## src/rtl/spi_master_if.sv

```systemverilog
// Host command/response and SPI pin bundle for spi_master.
// master: the spi_master's view; slave: the host/SPI-slave side.
interface spi_master_if;
  logic       cmd_valid;
  logic [9:0] cmd_data;
  logic       cmd_ready;
  logic       busy;
  logic       rd_valid;
  logic [7:0] rd_data;
  logic       cmd_err;
  logic       ss_n;
  logic       MOSI;
  logic       MISO;

  modport master (
    input  cmd_valid, cmd_data, MISO,
    output cmd_ready, busy, rd_valid, rd_data, cmd_err, ss_n, MOSI
  );

  modport slave (
    output cmd_valid, cmd_data, MISO,
    input  cmd_ready, busy, rd_valid, rd_data, cmd_err, ss_n, MOSI
  );
endinterface

```

## src/rtl/spi_master.sv

```systemverilog
// SPI master for 10-bit {cmd,payload} frames, MSB first, one bit per clock; captures 8-bit reply on read-data.
// Optional read-order checking is enabled by defining SPI_MASTER_ORDER_CHK_EN.
module spi_master #(
  parameter int RD_TURNAROUND = 2,
  parameter int GAP_CYCLES    = 1
) (
  input  logic          clk,
  input  logic          rst,
  spi_master_if.master  bus
);

  typedef enum logic [2:0] {IDLE, START, SHIFT, TURN, CAPTURE, GAP} state_t;

  localparam logic [3:0] TURN_LAST = 4'(RD_TURNAROUND - 1);
  localparam logic [3:0] GAP_LAST  = 4'(GAP_CYCLES - 1);

  state_t     state;
  logic [9:0] shreg;
  logic [3:0] cnt;
  logic [7:0] cap;
  logic       rd_cmd;
`ifdef SPI_MASTER_ORDER_CHK_EN
  logic       rd_addr_sent;
`endif

  // Single-process FSM; every output is a register updated here.
  always_ff @(posedge clk) begin
    if (rst) begin
      state         <= IDLE;
      shreg         <= 10'd0;
      cnt           <= 4'd0;
      cap           <= 8'd0;
      rd_cmd        <= 1'b0;
      bus.cmd_ready <= 1'b1;
      bus.busy      <= 1'b0;
      bus.rd_valid  <= 1'b0;
      bus.rd_data   <= 8'h00;
      bus.cmd_err   <= 1'b0;
      bus.ss_n      <= 1'b1;
      bus.MOSI      <= 1'b0;
`ifdef SPI_MASTER_ORDER_CHK_EN
      rd_addr_sent  <= 1'b0;
`endif
    end else begin
      bus.rd_valid <= 1'b0;
      bus.cmd_err  <= 1'b0;
      case (state)
        IDLE: begin
          if (bus.cmd_valid && bus.cmd_ready) begin
            shreg         <= bus.cmd_data;
            rd_cmd        <= (bus.cmd_data[9:8] == 2'b11);
            cnt           <= 4'd0;
            bus.cmd_ready <= 1'b0;
            bus.busy      <= 1'b1;
`ifdef SPI_MASTER_ORDER_CHK_EN
            // A read-data without a preceding read-address is dropped, never framed.
            if ((bus.cmd_data[9:8] == 2'b11) && !rd_addr_sent) begin
              state       <= GAP;
              bus.cmd_err <= 1'b1;
            end else begin
              if (bus.cmd_data[9:8] == 2'b10) begin
                rd_addr_sent <= 1'b1;
              end
              state    <= START;
              bus.ss_n <= 1'b0;
              bus.MOSI <= bus.cmd_data[9];
            end
`else
            state    <= START;
            bus.ss_n <= 1'b0;
            bus.MOSI <= bus.cmd_data[9];
`endif
          end
        end
        START: begin
          bus.MOSI <= shreg[9];
          shreg    <= {shreg[8:0], 1'b0};
          cnt      <= 4'd0;
          state    <= SHIFT;
        end
        SHIFT: begin
          if (cnt == 4'd9) begin
            bus.MOSI <= 1'b0;
            cnt      <= 4'd0;
            if (rd_cmd) begin
              state <= TURN;
            end else begin
              state    <= GAP;
              bus.ss_n <= 1'b1;
            end
          end else begin
            bus.MOSI <= shreg[9];
            shreg    <= {shreg[8:0], 1'b0};
            cnt      <= cnt + 4'd1;
          end
        end
        TURN: begin
          if (cnt == TURN_LAST) begin
            cnt   <= 4'd0;
            state <= CAPTURE;
          end else begin
            cnt <= cnt + 4'd1;
          end
        end
        CAPTURE: begin
          cap <= {cap[6:0], bus.MISO};
          if (cnt == 4'd7) begin
            bus.rd_data  <= {cap[6:0], bus.MISO};
            bus.rd_valid <= 1'b1;
            bus.ss_n     <= 1'b1;
            cnt          <= 4'd0;
            state        <= GAP;
`ifdef SPI_MASTER_ORDER_CHK_EN
            rd_addr_sent <= 1'b0;
`endif
          end else begin
            cnt <= cnt + 4'd1;
          end
        end
        GAP: begin
          if (cnt == GAP_LAST) begin
            state         <= IDLE;
            cnt           <= 4'd0;
            bus.cmd_ready <= 1'b1;
            bus.busy      <= 1'b0;
          end else begin
            cnt <= cnt + 4'd1;
          end
        end
        default: begin
          state         <= IDLE;
          cnt           <= 4'd0;
          bus.cmd_ready <= 1'b1;
          bus.busy      <= 1'b0;
          bus.ss_n      <= 1'b1;
          bus.MOSI      <= 1'b0;
        end
      endcase
    end
  end

endmodule

```

## src/flat_wrapper.sv

```systemverilog
// flat-port wrapper written by rule: the top's interface ports become plain ports
module spi_master_flat 
#(
  parameter int RD_TURNAROUND = 2,
  parameter int GAP_CYCLES    = 1
)
  (clk, rst, bus_cmd_valid, bus_cmd_data, bus_MISO, bus_cmd_ready, bus_busy, bus_rd_valid, bus_rd_data, bus_cmd_err, bus_ss_n, bus_MOSI);
  spi_master_if bus_i ();
  input  logic clk;
  input  logic rst;
  input wire logic [$bits(bus_i.cmd_valid)-1:0] bus_cmd_valid;
  input wire logic [$bits(bus_i.cmd_data)-1:0] bus_cmd_data;
  input wire logic [$bits(bus_i.MISO)-1:0] bus_MISO;
  output wire logic [$bits(bus_i.cmd_ready)-1:0] bus_cmd_ready;
  output wire logic [$bits(bus_i.busy)-1:0] bus_busy;
  output wire logic [$bits(bus_i.rd_valid)-1:0] bus_rd_valid;
  output wire logic [$bits(bus_i.rd_data)-1:0] bus_rd_data;
  output wire logic [$bits(bus_i.cmd_err)-1:0] bus_cmd_err;
  output wire logic [$bits(bus_i.ss_n)-1:0] bus_ss_n;
  output wire logic [$bits(bus_i.MOSI)-1:0] bus_MOSI;
  assign bus_i.cmd_valid = bus_cmd_valid;
  assign bus_i.cmd_data = bus_cmd_data;
  assign bus_i.MISO = bus_MISO;
  assign bus_cmd_ready = bus_i.cmd_ready;
  assign bus_busy = bus_i.busy;
  assign bus_rd_valid = bus_i.rd_valid;
  assign bus_rd_data = bus_i.rd_data;
  assign bus_cmd_err = bus_i.cmd_err;
  assign bus_ss_n = bus_i.ss_n;
  assign bus_MOSI = bus_i.MOSI;
  spi_master #(.RD_TURNAROUND(RD_TURNAROUND), .GAP_CYCLES(GAP_CYCLES)) u_core (.clk(clk), .rst(rst), .bus(bus_i));
endmodule
```

## config.mk

```make
export PLATFORM = sky130hd
export DESIGN_NAME = spi_master_flat
export DESIGN_NICKNAME = d
export VERILOG_FILES = /design/src/rtl/spi_master_if.sv /design/src/rtl/spi_master.sv /design/src/flat_wrapper.sv
export SDC_FILE = /design/constraint.sdc
export NUM_CORES = 1
export LEC_CHECK = 0
export ABC_AREA = 1
export CORE_UTILIZATION = 40
export CTS_CLUSTER_SIZE = 40
export DETAILED_ROUTE_END_ITERATION = 12
export GPL_ROUTABILITY_DRIVEN = 0
export PLACE_DENSITY = 0.6
export SETUP_SLACK_MARGIN = 0.1
export SLEW_MARGIN = 20
export SYNTH_ARGS = -nofsm -noshare
export SYNTH_HDL_FRONTEND = slang
export SYNTH_SLANG_ARGS = --single-unit
export TNS_END_PERCENT = 20
```

## constraint.sdc

```tcl
create_clock -name clk -period 1.7 [get_ports clk]
set_clock_uncertainty 0.05 [all_clocks]
set_input_delay 0.255 -clock clk [delete_from_list [all_inputs] [get_ports clk]]
set_output_delay 0.255 -clock clk [all_outputs]
set_load 0.01 [all_outputs]
```

==> flow_summary.json <==
{
  "status": "complete, but fails checks",
  "violations": "DRC",
  "synthArstFlopShare_pct": 0,
  "dominantRegCellSynth": "dfxtp_1",
  "die-height_um": 70.6,
  "setup_violations": 0,
  "row_count": 24,
  "grt_pass1_vias": 1730,
  "grt_pass1_wl_um": 7370,
  "layout_setup_ws_ns": 0.168,
  "htreeDepth": 2,
  "tns_ns": 0,
  "drc": 4,
  "viasPerCell": 4.87,
  "synth_nets": 302,
  "yosys_warnings": 0,
  "n_antenna_cell": 0,
  "die_area_mm2": 0.00498,
  "drt-initial-drc-count": 70,
  "max_cap_violations": 0,
  "grt_use_total_pct": 18.3,
  "p_leak_uw": 0.00110,
  "place_ws_ns": 0.0811,
  "synth.distinct_cells": 24,
  "ios": 28,
  "fmax_mhz": 653,
  "synth.avg_cell_area_um2": 6.60,
  "antenna_found_initial": 0,
  "grt_max_degree": 16,
  "path_clk_slew_ns": 0.08,
  "holdCritPathClass": "flop to flop",
  "p_per_area_mw_per_mm2": 1490,
  "crit_chain": "clkdlybuf4s50_1",
  "cp.arrival_ns": 1.23,
  "cts_tree": "done",
  "insertion_delay_ns": 0.29,
  "syn_to_final_growth_pct": 25.7,
  "finalMaxSlewViolations": 0,
  "core_area_mm2": 0.00444,
  "worst-path-stages": 1,
  "ys_seq_area_share_pct": 40.5,
  "post-route-period-util_pct": 90.1,
  "regToRegEndpoint": "u_core.shreg[1]",
  "fin_crit_ns": 1.53,
  "r2r_start": "u_core.cnt[1]",
  "grt_overflow": 0,
  "drive_gt1_share_pct": 15.1,
  "startpoint_type": "flop",
  "finalHoldViolCount": 0,
  "synth_cells": 285,
  "die_w_um": 70.6,
  "crit_path_end": "bus_cmd_ready",
  "end_kind": "output port",
  "post-dp-hpwl_um": 3080,
  "wl_per_cell_um": 11.1,
  "cts_sinks": 38,
  "via_count": 1832,
  "path_buf_inv": 1,
  "cts_made_buffers": 5,
  "wl_um": 4170,
  "worst-r2r-setup-slack_ns": 0.17,
  "clk_path_buf_depth": 2,
  "synth_edf_count": 0,
  "crit_type": "flop to output port",
  "max_stage_delay_ns": 0.56,
  "cp.required_ns": 1.39,
  "rsz0062_at_grt": "true",
  "cts_root_buf": "clkbuf_8",
  "synth_area_mm2": 0.00188,
  "synth-seq-cells": 38,
  "ir_drop_uv": 764,
  "ant_nets": 0,
  "initial_core_util_pct": 42.3,
  "drt_first_pass_iters": 8,
  "crit_path_start": "u_core.bus.cmd_ready",
  "final_nets": 340,
  "crit_path_max_fanout": 4,
  "r2r_cells": 8,
  "crit_family": "buffers and inverters",
  "fill_cells": 458,
  "cp_slowest_cell": "clkdlybuf4s50_1",
  "port_buffers": 26
}
[worst min-delay path: cells and delay by family (launching register included)]
family	cells	cell delay, ns
flops	1	0.33
simple gates	2	0.10
[synth_stat cells (3+ instances only)]
library cell	instances	area (um^2)
nand2_1	78	293
nand3_1	23	115
o21ai_0	26	130
nor2_1	59	221
nand2_2	3	18.8
buf_6	3	33.8
ha_1	3	37.5
inv_2	6	22.5
a21oi_1	10	50.1
dfxtp_1	38	761
nor2_4	4	45.0
inv_1	18	67.6
[what timing repair did]
item                                    CTS  global route
endpoints found under the setup margin    0            24
hold buffers                              0             0
buffers inserted                          0             2
resized for setup                         0            13
[state kept, by name, summed over array words and instances (netlist names)]
signal and cells:
u_core.bus.cmd_ready 1, u_core.rd_cmd 1, u_core.bus.busy 1, u_core.shreg 10, u_core.cnt 4, u_core.bus.rd_valid 1
u_core.state 3, u_core.bus.ss_n 1, u_core.bus.MOSI 1, u_core.cap 7, u_core.bus.rd_data 8
[worst min path at each step]
stage / startpoint / end / slack (ns) / depth (start not counted)
after floorplan: rst / u_core.bus.MOSI / 0.27 / 1
after global placement: u_core.bus.ss_n / u_core.bus.ss_n / 0.40 / 2
after detailed placement: u_core.bus.ss_n / u_core.bus.ss_n / 0.40 / 2
after CTS: u_core.cap[3] / u_core.bus.rd_data[4] / 0.42 / 2
after global routing: u_core.bus.MOSI / u_core.bus.MOSI / 0.44 / 2
final: u_core.bus.ss_n / u_core.bus.ss_n / 0.41 / 2
[kinds of logic after synthesis]
family | share of synthesized area [%]
fa+ha+maj | 2.00
simple gates | 38.2
flops | 40.5
buf+inv | 7.85
other cells | 0.199
compound gates | 10.8
xor+xnor | 0.466
[routing by layer]
metal | global-route usage (%) | part of all wire (%) | wire, um | vias to the layer above
met5 | 0 | 0 | 0 | -
met3 | 3.99 | 3.6 | 151 | 9
met1 | 22.9 | 48 | 2020 | 822
met2 | 30.9 | 46 | 1930 | 33
met4 | 7.78 | 1.7 | 72 | 0
li1 | - | - | - | 968
[where the power goes]
part           total, uW  switching, uW  internal, uW  leakage [uW]
clock network        657            331           326     0.0000472
logic               1530            921           609      0.000736
registers           1330            190          1140      0.000313
[final cells by class]
cell class,instances,area (um^2),share of cell area (%)
Clock inverter,2,12.5,0.529
Sequential cell,38,767,32.5
Clock buffer,6,82.6,3.49
Inverter,24,93.8,3.97
Timing Repair Buffer,39,358,15.1
Multi-Input combinational cell,215,985,41.7
Tap cell,52,65.1,2.75
[cells in the final DEF (no fill, tap or decap), types with 2 or more instances in the layout]
cell type         n
dfxtp_1          33
nor2_2            5
inv_1            16
inv_2             7
clkinvlp_4        2
o21ai_0          25
nand2_2           3
nand2_1          78
clkdlybuf4s50_1  26
a21oi_1          10
o21ai_1           3
ha_1              2
nor2_4            4
dfxtp_2           5
buf_4            13
nand3_1          23
clkbuf_8          6
nor2_1           55
[stage by stage]
stage | hold slack (ns) | total power, uW | utilization, % | area, um^2 | std cells
after floorplan | 0.274 | 2430 | - | 1880 | 285
after global placement | 0.401 | 2860 | 50.2 | 2230 | 366
after detailed placement | 0.399 | 2860 | 50.2 | 2230 | 366
after CTS | 0.417 | 3530 | 52.3 | 2330 | 374
after global routing | 0.445 | 3840 | 53.2 | 2360 | 376
final | 0.411 | 3520 | 53.2 | 2360 | 376
Note: power is estimated with default switching activity, not from simulation.
